[config.mk]
export PLATFORM = sky130hd
export DESIGN_NAME = halfband_decimator_flat
export DESIGN_NICKNAME = d
export VERILOG_FILES = /design/src/rtl/halfband_decimator_if.sv /design/src/rtl/halfband_decimator.sv /design/src/flat_wrapper.sv
export SDC_FILE = /design/constraint.sdc
export NUM_CORES = 1
export LEC_CHECK = 0
export CAP_MARGIN = 20
export CORE_UTILIZATION = 60
export DETAILED_ROUTE_END_ITERATION = 7
export PLACE_DENSITY = 0.86
export SYNTH_ARGS = -nofsm -noshare
export SYNTH_HDL_FRONTEND = slang
export SYNTH_SLANG_ARGS = --single-unit
export TNS_END_PERCENT = 30
[constraint.sdc]
create_clock -name in_clk -period 18.3 [get_ports in_clk]
set_input_delay 3.66 -clock in_clk [delete_from_list [all_inputs] [get_ports in_clk]]
set_output_delay 3.66 -clock in_clk [all_outputs]
set_load 0.02 [all_outputs]
[src/rtl/halfband_decimator_if.sv]
// Sample stream between the CIC decimator and the halfband stage, plus the FSM debug view.
// Handshake: `in` transfers on an edge where in_valid && in_ready; in_valid while !in_ready drops the word (no stall).
interface halfband_decimator_if #(
  parameter int ISZ = 31,
  parameter int OSZ = 16
);
  logic signed [ISZ-1:0] in;
  logic                  in_valid;
  logic                  in_ready;
  logic signed [OSZ-1:0] out;
  logic                  out_valid;
  logic                  overrun;
  logic [1:0]            dbg_state;

  modport master (
    output in, in_valid,
    input  in_ready, out, out_valid, overrun, dbg_state
  );

  modport slave (
    input  in, in_valid,
    output in_ready, out, out_valid, overrun, dbg_state
  );
endinterface

[src/rtl/halfband_decimator.sv]
// Decimate-by-2 11-tap halfband FIR, serial symmetric MAC with one multiplier.
// Define HALFBAND_SAT_EN to clamp the output; otherwise the rounded result wraps to OSZ bits.
module halfband_decimator #(
  parameter int ISZ   = 31,
  parameter int OSZ   = 16,
  parameter int CSZ   = 18,
  parameter int NTAPS = 11
) (
  input logic                 in_clk,
  input logic                 reset,
  halfband_decimator_if.slave bus
);
  localparam int ASZ = ISZ + CSZ + 3;
  localparam int RSZ = ASZ - 32;
  localparam logic [1:0] K_LAST = 2'd2;
  localparam logic signed [ASZ-1:0] RND = {{(ASZ-32){1'b0}}, 1'b1, 31'b0};

  typedef enum logic [1:0] {IDLE = 2'd0, MAC = 2'd1, OUT = 2'd2} state_t;

  state_t                state;
  logic signed [ISZ-1:0] x [NTAPS];
  logic                  phase;
  logic [1:0]            k;
  logic signed [ASZ-1:0] acc;
  logic signed [OSZ-1:0] out_q;
  logic                  out_valid_q;
  logic                  overrun_q;
  logic                  ready;

  logic signed [ISZ-1:0]     tap_a, tap_b;
  logic signed [CSZ-1:0]     coef;
  logic signed [ISZ:0]       pre_add;
  logic signed [ISZ+CSZ:0]   prod;
  logic signed [ASZ-1:0]     prod_ext, centre_ext, acc_rnd;
  logic signed [RSZ-1:0]     res;
  logic signed [OSZ-1:0]     out_next;
  logic                      unused_bits;

  assign ready = (state == IDLE);

  // Symmetric pair and its shared coefficient for MAC step k.
  always_comb begin
    tap_a = x[0];
    tap_b = x[NTAPS-1];
    coef  = 18'sd1024;
    case (k)
      2'd0: begin tap_a = x[0]; tap_b = x[NTAPS-1]; coef = 18'sd1024;  end
      2'd1: begin tap_a = x[2]; tap_b = x[NTAPS-3]; coef = -18'sd6656; end
      default: begin tap_a = x[4]; tap_b = x[NTAPS-5]; coef = 18'sd38400; end
    endcase
  end

  assign pre_add    = {tap_a[ISZ-1], tap_a} + {tap_b[ISZ-1], tap_b};
  assign prod       = pre_add * coef;
  assign prod_ext   = {{(ASZ-ISZ-CSZ-1){prod[ISZ+CSZ]}}, prod};
  // Centre coefficient is exactly 2^16, so it enters as a shift, not a multiply.
  assign centre_ext = {{(ASZ-ISZ-16){x[(NTAPS-1)/2][ISZ-1]}}, x[(NTAPS-1)/2], 16'b0};
  assign acc_rnd    = acc + RND;
  assign res        = acc_rnd[ASZ-1:32];

`ifdef HALFBAND_SAT_EN
  localparam logic signed [RSZ-1:0] OUT_MAX = {{(RSZ-OSZ+1){1'b0}}, {(OSZ-1){1'b1}}};
  localparam logic signed [RSZ-1:0] OUT_MIN = {{(RSZ-OSZ+1){1'b1}}, {(OSZ-1){1'b0}}};
  always_comb begin
    out_next = res[OSZ-1:0];
    if (res > OUT_MAX)      out_next = OUT_MAX[OSZ-1:0];
    else if (res < OUT_MIN) out_next = OUT_MIN[OSZ-1:0];
  end
  assign unused_bits = ^acc_rnd[31:0];
`else
  assign out_next    = res[OSZ-1:0];
  assign unused_bits = ^{acc_rnd[31:0], res[RSZ-1:OSZ]};
`endif

  always_ff @(posedge in_clk or negedge reset) begin
    if (!reset) begin
      for (int i = 0; i < NTAPS; i++) x[i] <= '0;
      state       <= IDLE;
      phase       <= 1'b0;
      k           <= 2'd0;
      acc         <= '0;
      out_q       <= '0;
      out_valid_q <= 1'b0;
      overrun_q   <= 1'b0;
    end else begin
      out_valid_q <= 1'b0;
      if (bus.in_valid && !ready) overrun_q <= 1'b1;
      case (state)
        IDLE: begin
          if (bus.in_valid) begin
            x[0] <= bus.in;
            for (int i = 1; i < NTAPS; i++) x[i] <= x[i-1];
            phase <= ~phase;
            // phase is 1 after odd-numbered accepts, so this is the 2nd, 4th, ... sample.
            if (phase) begin
              state <= MAC;
              k     <= 2'd0;
            end
          end
        end
        MAC: begin
          acc <= ((k == 2'd0) ? centre_ext : acc) + prod_ext;
          if (k == K_LAST) state <= OUT;
          else             k     <= k + 2'd1;
        end
        OUT: begin
          out_q       <= out_next;
          out_valid_q <= 1'b1;
          state       <= IDLE;
        end
        default: state <= IDLE;
      endcase
    end
  end

  assign bus.in_ready  = ready;
  assign bus.out       = out_q;
  assign bus.out_valid = out_valid_q;
  assign bus.overrun   = overrun_q;
  assign bus.dbg_state = state;
endmodule

[src/flat_wrapper.sv]
// flat-port wrapper written by rule: the top's interface ports become plain ports
module halfband_decimator_flat 
#(
  parameter int ISZ   = 31,
  parameter int OSZ   = 16,
  parameter int CSZ   = 18,
  parameter int NTAPS = 11
)
  (in_clk, reset, bus_in, bus_in_valid, bus_in_ready, bus_out, bus_out_valid, bus_overrun, bus_dbg_state);
  halfband_decimator_if #(.ISZ(ISZ), .OSZ(OSZ)) bus_i ();
  input logic in_clk;
  input logic reset;
  input wire logic [$bits(bus_i.in)-1:0] bus_in;
  input wire logic [$bits(bus_i.in_valid)-1:0] bus_in_valid;
  output wire logic [$bits(bus_i.in_ready)-1:0] bus_in_ready;
  output wire logic [$bits(bus_i.out)-1:0] bus_out;
  output wire logic [$bits(bus_i.out_valid)-1:0] bus_out_valid;
  output wire logic [$bits(bus_i.overrun)-1:0] bus_overrun;
  output wire logic [$bits(bus_i.dbg_state)-1:0] bus_dbg_state;
  assign bus_i.in = bus_in;
  assign bus_i.in_valid = bus_in_valid;
  assign bus_in_ready = bus_i.in_ready;
  assign bus_out = bus_i.out;
  assign bus_out_valid = bus_i.out_valid;
  assign bus_overrun = bus_i.overrun;
  assign bus_dbg_state = bus_i.dbg_state;
  halfband_decimator #(.ISZ(ISZ), .OSZ(OSZ), .CSZ(CSZ), .NTAPS(NTAPS)) u_core (.in_clk(in_clk), .reset(reset), .bus(bus_i));
endmodule
==> metrics, run 1 <==
status=complete, no violations; mux cell area share after synthesis=0.153; global route overflow=0; Crit Path Category=flop to flop; Slew @ Worst Pin=1.17 ns; cts hold-fix bufs=0; Synth Area in Adders=0.248; maximum clock rate=91.3 MHz; skew final=0.0256 ns; Worst-Skew Late Latency=0.57 ns; distinct cell type count after synthesis=65; CTS Buf Count=41; final instance area=approximately 30000 µm²; root buffer cell=clkbuf_16; Worst path depth=39; die height=216 µm; Post-Syn Nets=between 2000 and 3000; min Tclk post-route=approximately 11 ns; hold slack=0.469 ns; Vias/cell=roughly 5.8; CP Capture Type=flop; Data required, critical path=18.80 ns; predominant post-synthesis flop cell=dfrtp_1; Worst Path Buf+Inv=7; final hold violation count=0; worst r2r dst=u_core.acc[47]$_DFFE_PN0P_; RSZ-0062 raised after global routing=no; Layout Area Growth over Synthesis=8.91%; worst-path maximum fanout=64; Critical Path AT=11.46 ns; Final Util=0.662; Reg2Reg Setup Slack=approximately 7.3 ns; Resized cells post-CTS=0; post-synth design cell area=roughly 28000 µm²; Crit path max-delay family=adder cells; Initial DRT Pass Iterations=6; top-area cell type share of the netlist area=0.365; relative slew slack=0.222; Post-Synthesis Cells=~2500; Ys Warns=0; PortBufs=54; hold path endpoint=u_core.phase$_DFFE_PN0P_; final worst-path cycle share=0.599; sequential share of the synthesized area=0.365; Reg2Reg Depth=39; Hold Path Depth=1; CP startpoint=u_core.k[1]$_DFFE_PN0P_; Setup crit start kind=flop; nets=2952; Post-Synthesis Mean Instance Area=around 11 µm²; RD Place Congestion=0.945; CTS max path bufs=3; slowest cell on the critical path=nor2_4; drt wl/cell=19.2 µm; area fraction in compound gates after synthesis=0.0687; synth top area cells=dfrtp_1 37%, fa_1 16%, mux2_2 15%; final setup fails=0; Die ar.=approximately 47000 µm²; synthesized flop and latch total=approximately 400; htree depth=2; hold_sp=u_core.phase$_DFFE_PN0P_; vias in the first global route=slightly below 20000; worst r2r src=u_core.k[1]$_DFFE_PN0P_; Worst Hold Class=flop to flop; I/O pins=55; fillers=3085; CTS tree=built; XOR/XNOR share of the synthesized area=0.0266; core area=between 40000 and 50000 µm²; Max-Cap Viols=0; 1st-iter DRT viols=1181; Chip Width=216 µm; CP peak stage delay=0.93 ns; initial antenna violation count=2; GRT Total Usage=0.263; dpl cell area=28700 µm²; DP Wirelength=42700 µm; Rows=78; initial core utilization=0.608; fraction of registers with async set/reset=1.00; count of pins over their slew limit=0; largest net degree at the start of global routing=224; share of layout cells above drive strength 1=0.181; ANT nets after route=0; post-CTS setup repair buffer count=0; clock slew at reported path FFs=0.06 ns; TNS Setup=0 ns; largest area contributor in the netlist=dfrtp_1; Synth Area in Simple Gates=0.0800; Post-route DRC=0; Post-synth EDFFs=0; largest family of logic cells by synthesized area=adder cells; Via Count=18200; first-pass GRT wire length=98600 µm; clk sink count=403; Routed WL=60200 µm
cell type report:
type | count | area, µm² | share of cell area
Sequential cell | 403 | 10100 | 0.335
Inverter | 337 | 1260 | 0.0421
Clock buffer | 58 | 1260 | 0.0420
Tap cell | 600 | 751 | 0.0250
Multi-Input combinational cell | 1654 | 15900 | 0.530
Clock inverter | 14 | 116 | 0.00387
Antenna cell | 1 | 2.50 | 0.0000832
Timing Repair Buffer | 65 | 653 | 0.0217
kinds of logic after synthesis:
| kind of cell | Yosys count |
|---|---|
| and+or+nand+nor | 489 |
| buffers and inverters | 431 |
| adders and majority gates | 416 |
| DFF | 403 |
| muxes | 376 |
| AOI/OAI and AO/OA | 290 |
| xor gates and xnor gates | 83 |
metrics by stage:
| stage | std cells | setup WS [ns] |
|---|---|---|
| finish | 3132 | 7.34 |
| global route | 3131 | 6.87 |
| CTS | 3131 | 7.44 |
| detailed placement | 3059 | 7.50 |
| global placement | 3059 | 7.87 |
| floorplan | 2488 | 9.19 |
sequential cells by signal, indices dropped and copies added (netlist names):
register              flops
u_core.k                  2
u_core.bus.out           16
u_core.phase              1
u_core.bus.out_valid      1
u_core.acc               39
u_core.x                310
u_core.bus.dbg_state      2
u_core.centre_ext        31
u_core.bus.overrun        1
cell usage after synthesis, drive strengths merged, types with 3 or more instances:
master,n
a211oi,8
inv,336
ha,197
a31oi,9
o211ai,9
nand2b,32
nand4,8
xor2,33
or2,6
o21bai,9
dfrtp,403
o21ai,81
or4,3
nand3,26
nor2b,25
nor3,12
mux2,357
o21a,6
a21o,23
a211o,3
buf,10
or3,3
nand2,260
a22oi,62
nor2,69
xnor2,50
and3,10
a21oi,57
clkbuf,84
o31ai,4
mux2i,19
fa,219
and2,29
how the worst max path moves through the flow:
stage                                       to  slack (ns)
floorplan           u_core.acc[47]$_DFFE_PN0P_        9.19
global placement    u_core.acc[47]$_DFFE_PN0P_        7.87
detailed placement  u_core.acc[47]$_DFFE_PN0P_        7.50
CTS                 u_core.acc[47]$_DFFE_PN0P_        7.44
global route        u_core.acc[47]$_DFFE_PN0P_        6.87
finish              u_core.acc[47]$_DFFE_PN0P_        7.34
placed cells by master, fill, tap and decap left out, drive strengths merged, types with 53 or more instances in the layout:
cell type and count:
a21oi 57, clkdlybuf4s50 53, inv 338, o21ai 81
a22oi 62, nand2 260, fa 219, ha 197
nor2 69, dfrtp 403, clkbuf 58, mux2 357
per-layer routing:
layer | wire length (µm) | track usage | up-vias
met5 | 40 | 0 | -
met4 | 1390 | 0.0789 | 6
met3 | 3470 | 0.0368 | 116
met2 | 28800 | 0.432 | 549
met1 | 26500 | 0.367 | 9278
li1 | - | - | 8246
Power of run 1 is left out: the tool's default activity adds up to more than one toggle a clock period on the data nets, which glitch-free logic cannot reach.
==> run 2: changes to the inputs <==
CORE_UTILIZATION = 58   (was 60)
PLACE_DENSITY = 0.87   (was 0.86)
clock period = 8.85 ns   (was 18.3 ns; I/O delays follow)
==> run 2 against run 1 <==
Net effect:
- the flow now finishes with violations (setup timing)
- worst hold slack improved by 0.0014 ns
- critical path depth decreased by 6
- fmax increased by 20%
- first-iteration DRC count increased by 51%
- global-route usage increased by 1.5 points
==> metrics, run 2 (synthesis results as in run 1) <==
status=finished, violations left (was complete, no violations); violated checks=setup timing; Via Count=19700 (was 18200); PortBufs=54 (unchanged); Final Util=0.696 (was 0.662); most used cell, CP=fa_1; pre-CTS setup slack=-0.253 ns (was 7.50 ns); CTS Buf Count=41 (unchanged); clk sink count=403 (unchanged); DP Wirelength=46200 µm (was 42700 µm); relative slew slack=0.198 (was 0.222); fillers=2913 (was 3085); Crit Path Category=flop to flop (unchanged); max reg flops=310 (unchanged); largest net degree at the start of global routing=214 (was 224); Chip Width=220 µm (was 216 µm); Antenna diodes=0 (was 1); CP peak stage delay=0.61 ns (was 0.93 ns); register with the most flip-flops=u_core.x (unchanged); clock slew at reported path FFs=0.06 ns (about the same); Layout Area Growth over Synthesis=17.9% (was 8.91%); Setup crit start kind=flop (unchanged); I/O pins=55 (unchanged); RSZ-0062 raised after global routing=yes (was no); htree depth=2 (unchanged); Crit path max-delay family=adder cells (unchanged); Worst Hold Class=flop to flop (unchanged); slowest cell on the critical path=or4_4 (was nor2_4); Data required, critical path=9.36 ns (was 18.80 ns); share of layout cells above drive strength 1=0.294 (was 0.181); Initial DRT Pass Iterations=7 (was 6); commonest non-fill, non-tap cell in the layout=dfrtp_1 (unchanged); die height=220 µm (was 216 µm); RD Place Congestion=0.928 (was 0.945); Die ar.=48500 µm² (was 46900 µm²); GRT Total Usage=0.278 (was 0.263); skew final=0.0294 ns (was 0.0256 ns); setup ws final=-0.287 ns (was 7.34 ns); Hold Path Depth=2 (was 1); drt wl/cell=21.0 µm (was 19.2 µm); Vias/cell=5.93 (was 5.81); maximum clock rate=109 MHz (was 91.3 MHz); final hold violation count=0 (unchanged); Post-route DRC=0 (unchanged); commonest non-fill, non-tap cells in the layout=402 x dfrtp_1, 357 x mux2_2, 330 x inv_1, 248 x nand2_1, 218 x fa_1 (was 403 x dfrtp_1, 357 x mux2_2, 336 x inv_1, 260 x nand2_1, 219 x fa_1); FF+latch area=10100 µm² (about the same); count of pins over their slew limit=0 (unchanged); CTS max path bufs=3 (unchanged); Critical Path AT=9.64 ns (was 11.46 ns); initial antenna violation count=3 (was 2); final worst-path cycle share=1.03 (was 0.599); Routed WL=69700 µm (was 60200 µm); root buffer cell=clkbuf_16 (unchanged); min Tclk post-route=9.14 ns (was 10.96 ns); final setup fails=5 (was 0); Max-Cap Viols=0 (unchanged); Reg2Reg Depth=33 (was 39); Worst-Skew Late Latency=0.57 ns (about the same); global route overflow=0 (unchanged); CTS tree=built (unchanged); nets=3130 (was 2952); core area=46800 µm² (was 45400 µm²); CP Capture Type=flop (unchanged); vias in the first global route=20200 (was 19300); Worst Path Buf+Inv=6 (was 7); Rows=79 (was 78); cts hold-fix bufs=0 (unchanged); initial core utilization=0.590 (was 0.608); 1st-iter DRT viols=1788 (was 1181); worst-path maximum fanout=6 (was 64); area of the multi-input gates=17000 µm² (was 15900 µm²); first-pass GRT wire length=106000 µm (was 98600 µm); Worst path depth=33 (was 39); ANT nets after route=0 (unchanged); Slew @ Worst Pin=1.20 ns (was 1.17 ns)
## run 2: repair_timing
item,CTS,global route
buffers inserted,4,19
setup endpoints to repair,11,18
endpoints found under the hold margin,0,0
gates cloned,1,3
resized for setup,50,137
pin swaps,19,70
## run 2: tightest hold or removal path: stages, from the launching register on
cell and delay [ns]:
dfrtp_1 0.34, nand2_1 0.05, nand2_1 0.05
## run 2: cell type report
class	count	area share
sequential	403	0.310
clock buffer	51	0.0342
timing repair buffer	243	0.0643
multi-input combinational	1654	0.523
clock inverter	22	0.00604
tap	607	0.0233
inverter	337	0.0389
## run 2: metal layers
metal | vias to the layer above | track usage | part of all wire
met5 | - | 0 | 0.00033
met3 | 195 | 0.0476 | 0.066
met4 | 4 | 0.0862 | 0.037
met2 | 796 | 0.459 | 0.48
li1 | 8621 | - | -
met1 | 10000 | 0.377 | 0.41
## run 2: path summary, 6_finish.rpt
path / startpoint / endpoint / slack, ns
min: u_core.acc[10]$_DFFE_PN0P_ / u_core.acc[10]$_DFFE_PN0P_ / 0.47
min in group asynchronous: reset / u_core.x[192]$_DFFE_PN0P_ / 1.33
max: u_core.k[0]$_DFFE_PN0P_ / u_core.acc[47]$_DFFE_PN0P_ / -0.29
max in group asynchronous: reset / u_core.x[321]$_DFFE_PN0P_ / 5.90
max reg2reg: u_core.k[0]$_DFFE_PN0P_ / u_core.acc[47]$_DFFE_PN0P_ / -0.29
min reg2reg: u_core.acc[10]$_DFFE_PN0P_ / u_core.acc[10]$_DFFE_PN0P_ / 0.47
## run 2: stage by stage
step | cells | instance area, µm² | hold WS, ns | setup TNS (ns)
after global placement | 3217 | 29900 | 0.448 | -0.0802
after CTS | 3295 | 31600 | 0.473 | -0.0131
final | 3317 | 32500 | 0.470 | -0.664
after floorplan | 2488 | 27600 | 0.431 | 0
after global routing | 3317 | 32500 | 0.499 | -3.83
after detailed placement | 3217 | 29900 | 0.455 | -1.26
Power of run 2 is left out for the same reason.
